===== src/rtl/rdma_filter.sv =====
// rdma_filter: passes well-formed RDMA-over-UDP frames from the MAC stream, drops the rest, counts both.
// Latency 1 cycle through one output register, 1 beat/clk. Define RDMA_FILTER_PORT_CHECK_EN to also require the UDP port.
// Backpressure: input ready = output empty or downstream ready; dropped beats are throttled the same way.
`timescale 1ns/1ps
module rdma_filter #(
  parameter int          DATA_WBITS    = 512,
  parameter int          DATA_WBYTS    = DATA_WBITS/8,
  parameter logic [15:0] RDMA_MAGIC    = 16'h0122,
  parameter logic [15:0] RDMA_UDP_PORT = 16'd32002
) (
  input  logic                  clk,
  input  logic                  reset,
  input  logic [DATA_WBITS-1:0] AXIS_ETH_TDATA,
  input  logic [DATA_WBYTS-1:0] AXIS_ETH_TKEEP,
  input  logic                  AXIS_ETH_TLAST,
  input  logic                  AXIS_ETH_TVALID,
  output logic                  AXIS_ETH_TREADY,
  output logic [DATA_WBITS-1:0] AXIS_RDMA_TDATA,
  output logic [DATA_WBYTS-1:0] AXIS_RDMA_TKEEP,
  output logic                  AXIS_RDMA_TLAST,
  output logic                  AXIS_RDMA_TVALID,
  input  logic                  AXIS_RDMA_TREADY,
  output logic [63:0]           packets_passed,
  output logic [63:0]           packets_dropped
);

  typedef enum logic [1:0] {HDR, PASS, DROP} state_t;

  state_t      state;
  state_t      state_nxt;
  logic        in_hs;
  logic        hdr_ok;
  logic        port_ok;
  logic        fwd;
  logic        pass_inc;
  logic        drop_inc;
  logic [15:0] frame_type;
  logic [7:0]  ip_proto;
  logic [15:0] udp_port;
  logic [15:0] udp_len;
  logic [15:0] rdma_magic;

  // Network byte order: the lower byte offset is the MSB of each field.
  assign frame_type = {AXIS_ETH_TDATA[12*8 +: 8], AXIS_ETH_TDATA[13*8 +: 8]};
  assign ip_proto   =  AXIS_ETH_TDATA[23*8 +: 8];
  assign udp_port   = {AXIS_ETH_TDATA[36*8 +: 8], AXIS_ETH_TDATA[37*8 +: 8]};
  assign udp_len    = {AXIS_ETH_TDATA[38*8 +: 8], AXIS_ETH_TDATA[39*8 +: 8]};
  assign rdma_magic = {AXIS_ETH_TDATA[42*8 +: 8], AXIS_ETH_TDATA[43*8 +: 8]};

`ifdef RDMA_FILTER_PORT_CHECK_EN
  assign port_ok = (udp_port == RDMA_UDP_PORT);
`else
  // Port is ignored; the OR keeps the field and parameter referenced.
  assign port_ok = (udp_port == RDMA_UDP_PORT) | 1'b1;
`endif

  // 31 = 8 UDP header + 22 RDMA header + at least one payload byte.
  assign hdr_ok = (frame_type == 16'h0800) && (ip_proto == 8'd17) &&
                  (rdma_magic == RDMA_MAGIC) && (udp_len >= 16'd31) &&
                  !AXIS_ETH_TLAST && port_ok;

  assign AXIS_ETH_TREADY = !AXIS_RDMA_TVALID | AXIS_RDMA_TREADY;
  assign in_hs           = AXIS_ETH_TVALID & AXIS_ETH_TREADY;

  always_ff @(posedge clk) begin
    if (reset) state <= HDR;
    else       state <= state_nxt;
  end

  always_comb begin
    state_nxt = state;
    case (state)
      HDR: begin
        if (in_hs && !AXIS_ETH_TLAST) state_nxt = hdr_ok ? PASS : DROP;
      end
      PASS, DROP: begin
        if (in_hs && AXIS_ETH_TLAST) state_nxt = HDR;
      end
      default: state_nxt = HDR;
    endcase
  end

  always_comb begin
    fwd      = 1'b0;
    pass_inc = 1'b0;
    drop_inc = 1'b0;
    case (state)
      HDR: begin
        if (in_hs) begin
          fwd      = hdr_ok;
          drop_inc = !hdr_ok && AXIS_ETH_TLAST;
        end
      end
      PASS: begin
        fwd      = in_hs;
        pass_inc = in_hs && AXIS_ETH_TLAST;
      end
      DROP: begin
        drop_inc = in_hs && AXIS_ETH_TLAST;
      end
      default: begin
        fwd = 1'b0;
      end
    endcase
  end

  always_ff @(posedge clk) begin
    if (reset) begin
      AXIS_RDMA_TVALID <= 1'b0;
    end else if (fwd) begin
      AXIS_RDMA_TVALID <= 1'b1;
    end else if (AXIS_RDMA_TREADY) begin
      AXIS_RDMA_TVALID <= 1'b0;
    end
  end

  // Payload register needs no reset; it is qualified by TVALID.
  always_ff @(posedge clk) begin
    if (fwd) begin
      AXIS_RDMA_TDATA <= AXIS_ETH_TDATA;
      AXIS_RDMA_TKEEP <= AXIS_ETH_TKEEP;
      AXIS_RDMA_TLAST <= AXIS_ETH_TLAST;
    end
  end

  always_ff @(posedge clk) begin
    if (reset) begin
      packets_passed  <= 64'd0;
      packets_dropped <= 64'd0;
    end else begin
      packets_passed  <= packets_passed  + 64'(pass_inc);
      packets_dropped <= packets_dropped + 64'(drop_inc);
    end
  end

endmodule


===== config.mk =====
export PLATFORM = sky130hd
export DESIGN_NAME = rdma_filter
export DESIGN_NICKNAME = d
export VERILOG_FILES = /design/src/rtl/rdma_filter.sv
export SDC_FILE = /design/constraint.sdc
export NUM_CORES = 1
export LEC_CHECK = 0
export ABC_AREA = 1
export CAP_MARGIN = 20
export CORE_AREA = 2 2 500 502
export DETAILED_ROUTE_END_ITERATION = 16
export DIE_AREA = 0 0 502 504
export SLEW_MARGIN = 40
export SYNTH_ARGS = -nofsm -noshare
export SYNTH_HDL_FRONTEND = slang
export SYNTH_SLANG_ARGS = --single-unit

===== constraint.sdc =====
create_clock -name clk -period 19.8 [get_ports clk]
set_input_delay 4.95 -clock clk [delete_from_list [all_inputs] [get_ports clk]]
set_output_delay 4.95 -clock clk [all_outputs]
set_load 0.005 [all_outputs]

[Word level (Yosys, flattened, before mapping)]
Index checks and enable logic that the tools add are counted.
Word-level totals
  register bits: 708
  input port bits: 581
  output and inout bits: 707
  word-level logic and storage cells: 44
Cells by class
  $add $sub $neg: 2
  $lt $le $gt $ge: 1
  eq/ne operators: 7
  multiplexer cells: 11
  bitwise operators: 2
  reduce and logical (&&, ||, !) cells: 14
Operator list (count)
  $add 64x1->64: 2
  $eq 16x12->1 const B: 1
  $eq 16x9->1 const B: 1
  $ge 16x5->1 const B: 1
  $eq 8x5->1 const B: 1
  $logic_and 1x1->1: 7
  $mux 2: 3
  $mux 1: 5
  $ne 2x2->1 const B: 2
  $pmux 1 s2: 2
  $pmux 2 s2: 1
  $logic_not 1->1: 3
  $eq 2x1->1 const B: 1
  $eq 2x2->1 const B: 1
  $logic_not 2->1: 1
  $reduce_and 2->1: 1
  $reduce_bool 2->1: 1
  $reduce_or 2->1: 1
  $and 1x1->1: 1
  $or 1x1->1: 1

[Logic depth before layout (Yosys ltp)]
Gate-level depths: netlist of the first run.
  depth after elaboration: 10
  gate-level depth with buffers: 17

[Least setup slack after synthesis of the first run]
Ideal clock, no wire load.
  kind: input-to-reg
  start: input port AXIS_ETH_TDATA[106]
  end: register AXIS_RDMA_TDATA[0], enable pin
  arrival: 16.799 ns
  required time: 18.876 ns
  slack: 2.077 ns
  stages: 8
  buffers on the path: 0
  cells stage by stage: or2_2 > nor2_1 > nand2_1 > nor2_1 > nand3_1 > nand2_1 > nand2_1 > inv_1
On the way
  cells in the longest elaborated chain, start to end: 7
RTL lines
  start: declaration: RTL line 13  | input logic [DATA_WBITS-1:0] AXIS_ETH_TDATA,
  $eq 16x12->1: RTL line 58  | assign hdr_ok = (frame_type == 16'h0800) && (ip_proto == 8'd17) &&
  $logic_and 1x1->1 (2 in a row): RTL line 58
  $logic_and 1x1->1 (2 in a row): RTL line 59  | (rdma_magic == RDMA_MAGIC) && (udp_len >= 16'd31) &&
  $mux 1: RTL line 89  | if (in_hs) begin
  $pmux 1 s2: RTL line 87  | case (state)
  named net fwd: RTL line 34  | logic fwd;
  end signal: assignment: RTL line 120  | AXIS_RDMA_TDATA <= AXIS_ETH_TDATA;
  end: declaration: RTL line 18  | output logic [DATA_WBITS-1:0] AXIS_RDMA_TDATA,
The timed path passes the listed nets, and every way through them passes these cells.
A chain may end at the register's enable or synchronous reset.

[Worst setup path after layout of the first run]
  start: input port AXIS_RDMA_TREADY
  end: output port AXIS_ETH_TREADY
On the way
  cells in the longest elaborated chain, start to end: 1
RTL lines
  start: declaration: RTL line 22  | input logic AXIS_RDMA_TREADY,
  $or 1x1->1: RTL line 62  | assign AXIS_ETH_TREADY = !AXIS_RDMA_TVALID | AXIS_RDMA_TREADY;
  end: declaration: RTL line 17  | output logic AXIS_ETH_TREADY,
Every way passes these cells.

==> results of run 1 <==
==> how the worst max path moves through the flow <==
stage | endpoint | slack, ns
floorplan | AXIS_RDMA_TDATA[0]$_DFFE_PP_ | 2.08
global placement | AXIS_ETH_TREADY | 8.47
detailed placement | AXIS_ETH_TREADY | 8.47
CTS | AXIS_ETH_TREADY | 8.47
global route | AXIS_ETH_TREADY | 8.52
finish | AXIS_ETH_TREADY | 8.55
==> cell type report <==
| type | count | area (sq um) | area share (%) |
|---|---|---|---|
| Timing Repair Buffer | 1299 | 13100 | 28.5 |
| Clock buffer | 116 | 2510 | 5.48 |
| Antenna cell | 20 | 50.0 | 0.109 |
| Inverter | 188 | 713 | 1.56 |
| Clock inverter | 57 | 697 | 1.52 |
| Tap cell | 3330 | 4170 | 9.11 |
| Sequential cell | 708 | 19900 | 43.6 |
| Multi-Input combinational cell | 975 | 4580 | 10.0 |
==> cell usage after synthesis <==
master / n
a211oi_1: 2
a21oi_1: 97
and2_0: 1
and3_1: 2
clkbuf_1: 13
clkbuf_8: 1
dfxtp_1: 131
edfxtp_1: 577
ha_1: 7
inv_1: 184
inv_2: 4
nand2_1: 333
nand2_2: 2
nand2_4: 3
nand3_1: 75
nand3_2: 4
nand3_4: 1
nand3b_1: 3
nand4_1: 41
nor2_1: 238
nor2_2: 9
nor2_4: 6
nor2_8: 1
nor2b_1: 1
nor3_1: 51
nor3_2: 8
nor3_4: 1
nor3b_1: 4
nor3b_2: 1
o21a_1: 5
o21ai_0: 42
o21bai_1: 1
or2_0: 11
or2_2: 6
xnor2_1: 5
xor2_1: 14
==> state kept, by name, summed over array words and instances, names as in the netlist <==
| name | count |
|---|---|
| AXIS_RDMA_TDATA | 512 |
| packets_dropped | 64 |
| state | 2 |
| AXIS_RDMA_TVALID | 1 |
| AXIS_RDMA_TKEEP | 64 |
| AXIS_RDMA_TLAST | 1 |
| packets_passed | 64 |
==> routing by layer <==
metal | up-vias | part of all wire [%] | wire length (um) | track usage (%)
met5 | - | 0.052 | 111 | 0.0952
met4 | 12 | 5.3 | 11400 | 7.66
met3 | 327 | 8.1 | 17200 | 4.67
met2 | 1313 | 54 | 114000 | 31.0
met1 | 10700 | 33 | 70500 | 16.0
li1 | 9365 | - | - | -
==> layout by cell type (no fill, tap or decap), types with 14 or more instances in the layout <==
| cell | Yosys | routed |
|---|---|---|
| clkdlybuf4s50_1 | 0 | 1285 |
| a21oi_1 | 97 | 97 |
| nor3_1 | 51 | 51 |
| edfxtp_1 | 577 | 577 |
| o21ai_0 | 42 | 42 |
| clkinv_2 | 0 | 14 |
| inv_1 | 184 | 183 |
| clkbuf_1 | 13 | 16 |
| nand2_1 | 333 | 333 |
| nand4_1 | 41 | 41 |
| clkbuf_16 | 0 | 95 |
| nor2_1 | 238 | 237 |
| xor2_1 | 14 | 14 |
| dfxtp_1 | 131 | 131 |
| diode_2 | 0 | 20 |
| nand3_1 | 75 | 75 |
==> cells by family (layout without fill, tap and decap cells) <==
family / count (synthesis) / in the layout / share of synthesized area [%]
XOR/XNOR: 19 / 19 / 0.658
AND/OR/NAND/NOR: 802 / 802 / 14.1
other: 0 / 20 / 0
buffers and inverters: 202 / 1660 / 3.04
adder cells (fa/ha/maj): 7 / 7 / 0.346
AO/OA/AOI/OAI: 147 / 147 / 2.99
flip-flops: 708 / 708 / 78.9
==> power by group <==
| group | total [mW] | internal (mW) | switching (mW) |
|---|---|---|---|
| Sequential | 1.88 | 1.80 | 0.0809 |
| Clock | 1.82 | 1.04 | 0.774 |
| Combinational | 0.729 | 0.342 | 0.387 |
==> metrics by stage <==
stage / utilization (%) / hold WS, ns
after CTS: 18.4 / 0.508
after floorplan: - / 0.461
after detailed placement: 17.1 / 0.492
after global routing: 18.5 / 0.526
after global placement: 17.1 / 0.471
final: 18.5 / 0.509
==> worst reg2reg max path: stages (launching register included) <==
cell	delay (ns)
dfxtp_1	0.36
nand2_1	0.24
nand2_1	0.13
nor2_1	0.15
inv_1	0.09
nor2_2	0.42
ha_1	0.40
ha_1	0.33
nand3_2	0.19
nor2_2	0.36
nand3_1	0.21
nor2_1	0.24
nand4_1	0.25
nor2_1	0.17
nor3b_1	0.06
==> summary.md, run 1 <==
| Metric | Value |
|---|---|
| Avg Inst Size Synth | `13.4 sq um` |
| Critical Path Most Common Cell | `clkdlybuf4s50_1` |
| Status | `finished clean` |
| Placement Setup Slack | `8.47 ns` |
| Top cells by area, synth | `edfxtp_1 68%, dfxtp_1 10%, nand2_1 4.9%` |
| Max-Cap Viols | `0` |
| Yosys warning count | `0` |
| Clock Pin Slew Worst Setup and Hold Paths | `0.05 ns` |
| Post-Syn Nets | `2,473` |
| Die W | `502 um` |
| Hold path endpoint | `packets_passed[7]$_SDFF_PP0_` |
| CP arrival | `6.30 ns` |
| # hold bufs at CTS | `0` |
| Final period util | `56.8%` |
| Via/cell ratio | `3.24` |
| WP depth | `4` |
| Final setup skew | `0.0763 ns` |
| Max Clk Rate | `88.9 MHz` |
| Sequential element share of the synthesized area | `78.9%` |
| Post_cts resized | `0` |
| First-pass DRT Iterations | `5` |
| Placer Congestion | `0.983` |
| Port Buffer Count | `1,287` |
| CP startpoint kind | `input pin` |
| P per Cell Area | `96.8 mW/mm^2` |
| Wire length per cell | `31.9 um` |
| Critical Path Fanout Max | `3` |
| Vias | `21.7k` |
| Die area | `0.253 sq mm` |
| Cell count of the worst reg-to-reg path | `14` |
| Setup ws final | `8.55 ns` |
| Initial antenna violation count | `105` |
| Post-CTS setup buffer count | `0` |
| Final Instance Count excl. Fillers | `6,693` |
| Final hold vios | `0` |
| CP bufs+invs | `3` |
| Vias in the first global route | `21.6k` |
| Ratio of cells with drive above 1 in the final layout | `6.34%` |
| Area grow syn2layout | `80.7%` |
| FF-to-FF End | `packets_dropped[36]$_SDFF_PP0_` |
| # H-tree levels | `3` |
| Pin count of the biggest net entering global routing | `112` |
| DP HPWL | `184,000 um` |
| # DRC | `0` |
| Synth Cell Area | `0.0253 sq mm` |
| Dpl cells | `6,498` |
| CTS tree | `yes` |
| Slowest-stage cell, CP | `clkdlybuf4s50_1` |
| Slew HR | `36.9%` |
| Cells after synthesis | `1,885` |
| Worst vdd ir | `0.0000717 V` |
| Worst-path cell chain | `clkdlybuf4s50_1 -> inv_1 -> nand2_1 -> clkdlybuf4s50_1` |
| P_leak | `14.4 nW` |
| Slew Limit Fails | `0` |
| Worst Setup End Kind | `primary output` |
| Starting Density | `10.2%` |
| CTS max path bufs | `3` |
| Skew-Pair Late Insertion Delay | `0.75 ns` |
| Register bit count reported by yosys | `708` |
| Critical Path RT | `14.85 ns` |
| Worst setup startpoint | `AXIS_RDMA_TREADY` |
| Fillers | `26.9k` |
| Routed Antenna Nets | `0` |
| Height of the die | `504 um` |
| Largest delay share family, worst path | `buffers and inverters` |
| Distinct cells, synth | `36` |
| Crit path largest cell delay | `0.66 ns` |
| CTS Buf Count | `94` |
| Hold Crit Start | `packets_passed[7]$_SDFF_PP0_` |
| Final Power | `4.42 mW` |
| Core ar. | `0.248 sq mm` |
| Number of DRC markers in iteration 0 | `2,015` |
| Design Area, Final | `0.0457 sq mm` |
| Final TNS setup | `0 ns` |
| Rows | `183` |
| Worst Hold Class | `reg -> reg` |
| RSZ-0062 raised after global routing | `no` |
| Setup Crit Path Kind | `in -> out` |
| I/O pin cnt | `1,288` |
| Setup violators final | `0` |
| Top-area cell type share of the netlist area | `68.5%` |
| Measured slew at the worst slew-check pin | `0.943 ns` |
| Global-route wire length before repair | `260,000 um` |
| Area of placed instances | `0.0424 sq mm` |
| Clk root buf | `clkbuf_16` |
| Grt ovf | `0` |
| Reg2reg start | `AXIS_RDMA_TVALID$_SDFFE_PP0P_` |
| Hold-critical path depth | `1` |
| Flop2flop setup slack | `16.07 ns` |
| Detailed Route WL | `214,000 um` |
| Cell taking the most area after synthesis | `edfxtp_1` |
| Overall routing resource usage | `16.3%` |
| Clock sink count | `708` |
| Crit path time final | `11.25 ns` |
| Final nets | `3,854` |
Note: power is estimated with default switching activity, not from simulation.
==> run 2: changes to the inputs <==
clock period = 11.2 ns   (was 19.8 ns; I/O delays follow)
==> summary.md, run 2 (synthesis results as in run 1) <==
| Metric | Value |
|---|---|
| Status | `finished clean` |
| Placer Congestion | `0.980 (-0.31%)` |
| Fillers | `27.0k (+0.38%)` |
| Critical Path RT | `8.40 ns (-6.45 ns)` |
| # DRC | `0 (unchanged)` |
| Slew HR | `44.2% (+7.2 points)` |
| Via/cell ratio | `3.25 (+0.14%)` |
| Final nets | `3,854 (unchanged)` |
| P_leak | `14.4 nW (about the same)` |
| Worst Hold Class | `reg -> reg` |
| Crit path time final | `6.97 ns` |
| CP startpoint kind | `input pin` |
| # hold bufs at CTS | `0 (unchanged)` |
| Slew Limit Fails | `0 (unchanged)` |
| Final Power | `7.86 mW (+78%)` |
| First-pass DRT Iterations | `5 (unchanged)` |
| CTS Buf Count | `94 (unchanged)` |
| Placement Setup Slack | `4.19 ns (-4.28 ns)` |
| Height of the die | `504 um (unchanged)` |
| Worst vdd ir | `0.0000916 V (+28%)` |
| Clk root buf | `clkbuf_16` |
| Core ar. | `0.248 sq mm (unchanged)` |
| # H-tree levels | `3 (unchanged)` |
| Area grow syn2layout | `81.0%` |
| I/O pin cnt | `1,288 (unchanged)` |
| Starting Density | `10.2% (unchanged)` |
| Global-route wire length before repair | `265,000 um (+2.0%)` |
| Largest register FFs | `512 (unchanged)` |
| CP arrival | `4.17 ns (-2.13 ns)` |
| Design Area, Final | `0.0458 sq mm (+0.15%)` |
| Detailed Route WL | `219,000 um (+2.5%)` |
| Worst setup startpoint | `AXIS_RDMA_TREADY` |
| Grt ovf | `0 (unchanged)` |
| Post-CTS setup buffer count | `0 (unchanged)` |
| Setup ws final | `4.23 ns (-4.32 ns)` |
| Final hold vios | `0 (unchanged)` |
| Finished Core Util | `18.5% (+0.027 points)` |
| Critical Path Fanout Max | `3 (unchanged)` |
| Number of DRC markers in iteration 0 | `1,961 (-2.7%)` |
| RSZ-0062 raised after global routing | `no` |
| Wire length per cell | `32.7 um (+2.3%)` |
| Initial antenna violation count | `136 (+30%)` |
| Post_cts resized | `0 (unchanged)` |
| Overall routing resource usage | `16.7% (+0.37 points)` |
| DP HPWL | `190,000 um (+3.1%)` |
| Die area | `0.253 sq mm (unchanged)` |
| Rows | `183 (unchanged)` |
| Reg2reg start | `AXIS_RDMA_TVALID$_SDFFE_PP0P_` |
| Skew-Pair Late Insertion Delay | `0.70 ns (-0.05 ns)` |
| CTS tree | `yes` |
| Max Clk Rate | `143 MHz` |
| Clock sink count | `708 (unchanged)` |
| Port Buffer Count | `1,287 (unchanged)` |
| Final setup skew | `0.0226 ns (-0.0537 ns)` |
| Max-Cap Viols | `0 (unchanged)` |
| Vias in the first global route | `21.7k (+0.47%)` |
| Hold Crit Start | `packets_passed[37]$_SDFF_PP0_` |
| Vias | `21.8k (+0.30%)` |
| Pin count of the biggest net entering global routing | `139 (+24%)` |
| Die W | `502 um (unchanged)` |
| Setup Crit Path Kind | `in -> out` |
| Routed Antenna Nets | `0 (unchanged)` |
| Measured slew at the worst slew-check pin | `0.838 ns (-0.105 ns)` |
| Area of placed instances | `0.0424 sq mm (about the same)` |
| P per Cell Area | `172 mW/mm^2 (+78%)` |
| Leading cell types in the layout, fill and taps excluded | `1,278 x clkdlybuf4s50_1, 577 x edfxtp_1, 331 x nand2_1, 237 x nor2_1, 176 x inv_1` |
| CTS max path bufs | `3 (unchanged)` |
| Clock Pin Slew Worst Setup and Hold Paths | `0.06 ns (about the same)` |
| Setup violators final | `0 (unchanged)` |
| Register name with the most flops | `AXIS_RDMA_TDATA` |
| Final TNS setup | `0 ns (unchanged)` |
| Most common cell after layout, fill and taps aside | `clkdlybuf4s50_1` |
| Worst Setup End Kind | `primary output` |
| Ratio of cells with drive above 1 in the final layout | `6.72% (+0.38 points)` |
| Final period util | `62.2%` |
## run 2: worst max-delay path, stage by stage
cell             delay, ns
clkdlybuf4s50_1       0.46
inv_1                 0.04
nand2_1               0.13
clkdlybuf4s50_1       0.74
## run 2: final cells by class
class                      count  area [sq um]  share of cell area [%]
antenna                       28          70.1                   0.153
clock buffer                 121          2530                    5.52
clock inverter                55           701                    1.53
inverter                     188           722                    1.58
multi-input combinational    975          4590                    10.0
sequential                   708         19900                    43.6
tap                         3330          4170                    9.10
timing repair buffer        1299         13100                    28.5
## run 2: metrics by stage
stage,std cells,hold slack (ns)
detailed placement,6498,0.486
CTS,6674,0.501
floorplan,1885,0.461
finish,6704,0.502
global placement,6496,0.471
global route,6690,0.524
## run 2: routing by layer
layer / global-route usage [%] / wire, um / part of all wire (%)
met2: 31.7 / 118000 / 54
met1: 16.0 / 71200 / 32
met3: 5.86 / 20300 / 9.3
met4: 6.98 / 9850 / 4.5
met5: 0 / 145 / 0.066
## run 2: path summary, 6_finish.rpt
path,endpoint,slack (ns),depth (start not counted)
max,AXIS_ETH_TREADY,4.23,4
min,packets_passed[37]$_SDFF_PP0_,0.50,2
max reg2reg,packets_dropped[36]$_SDFF_PP0_,7.85,14
min reg2reg,packets_passed[37]$_SDFF_PP0_,0.50,2
## run 2: power breakdown
| part | internal (mW) | leakage, nW | switching (mW) | total [mW] |
|---|---|---|---|---|
| clock | 1.85 | 1.55 | 1.37 | 3.22 |
| combinational | 0.607 | 6.53 | 0.725 | 1.33 |
| sequential | 3.18 | 6.29 | 0.136 | 3.31 |
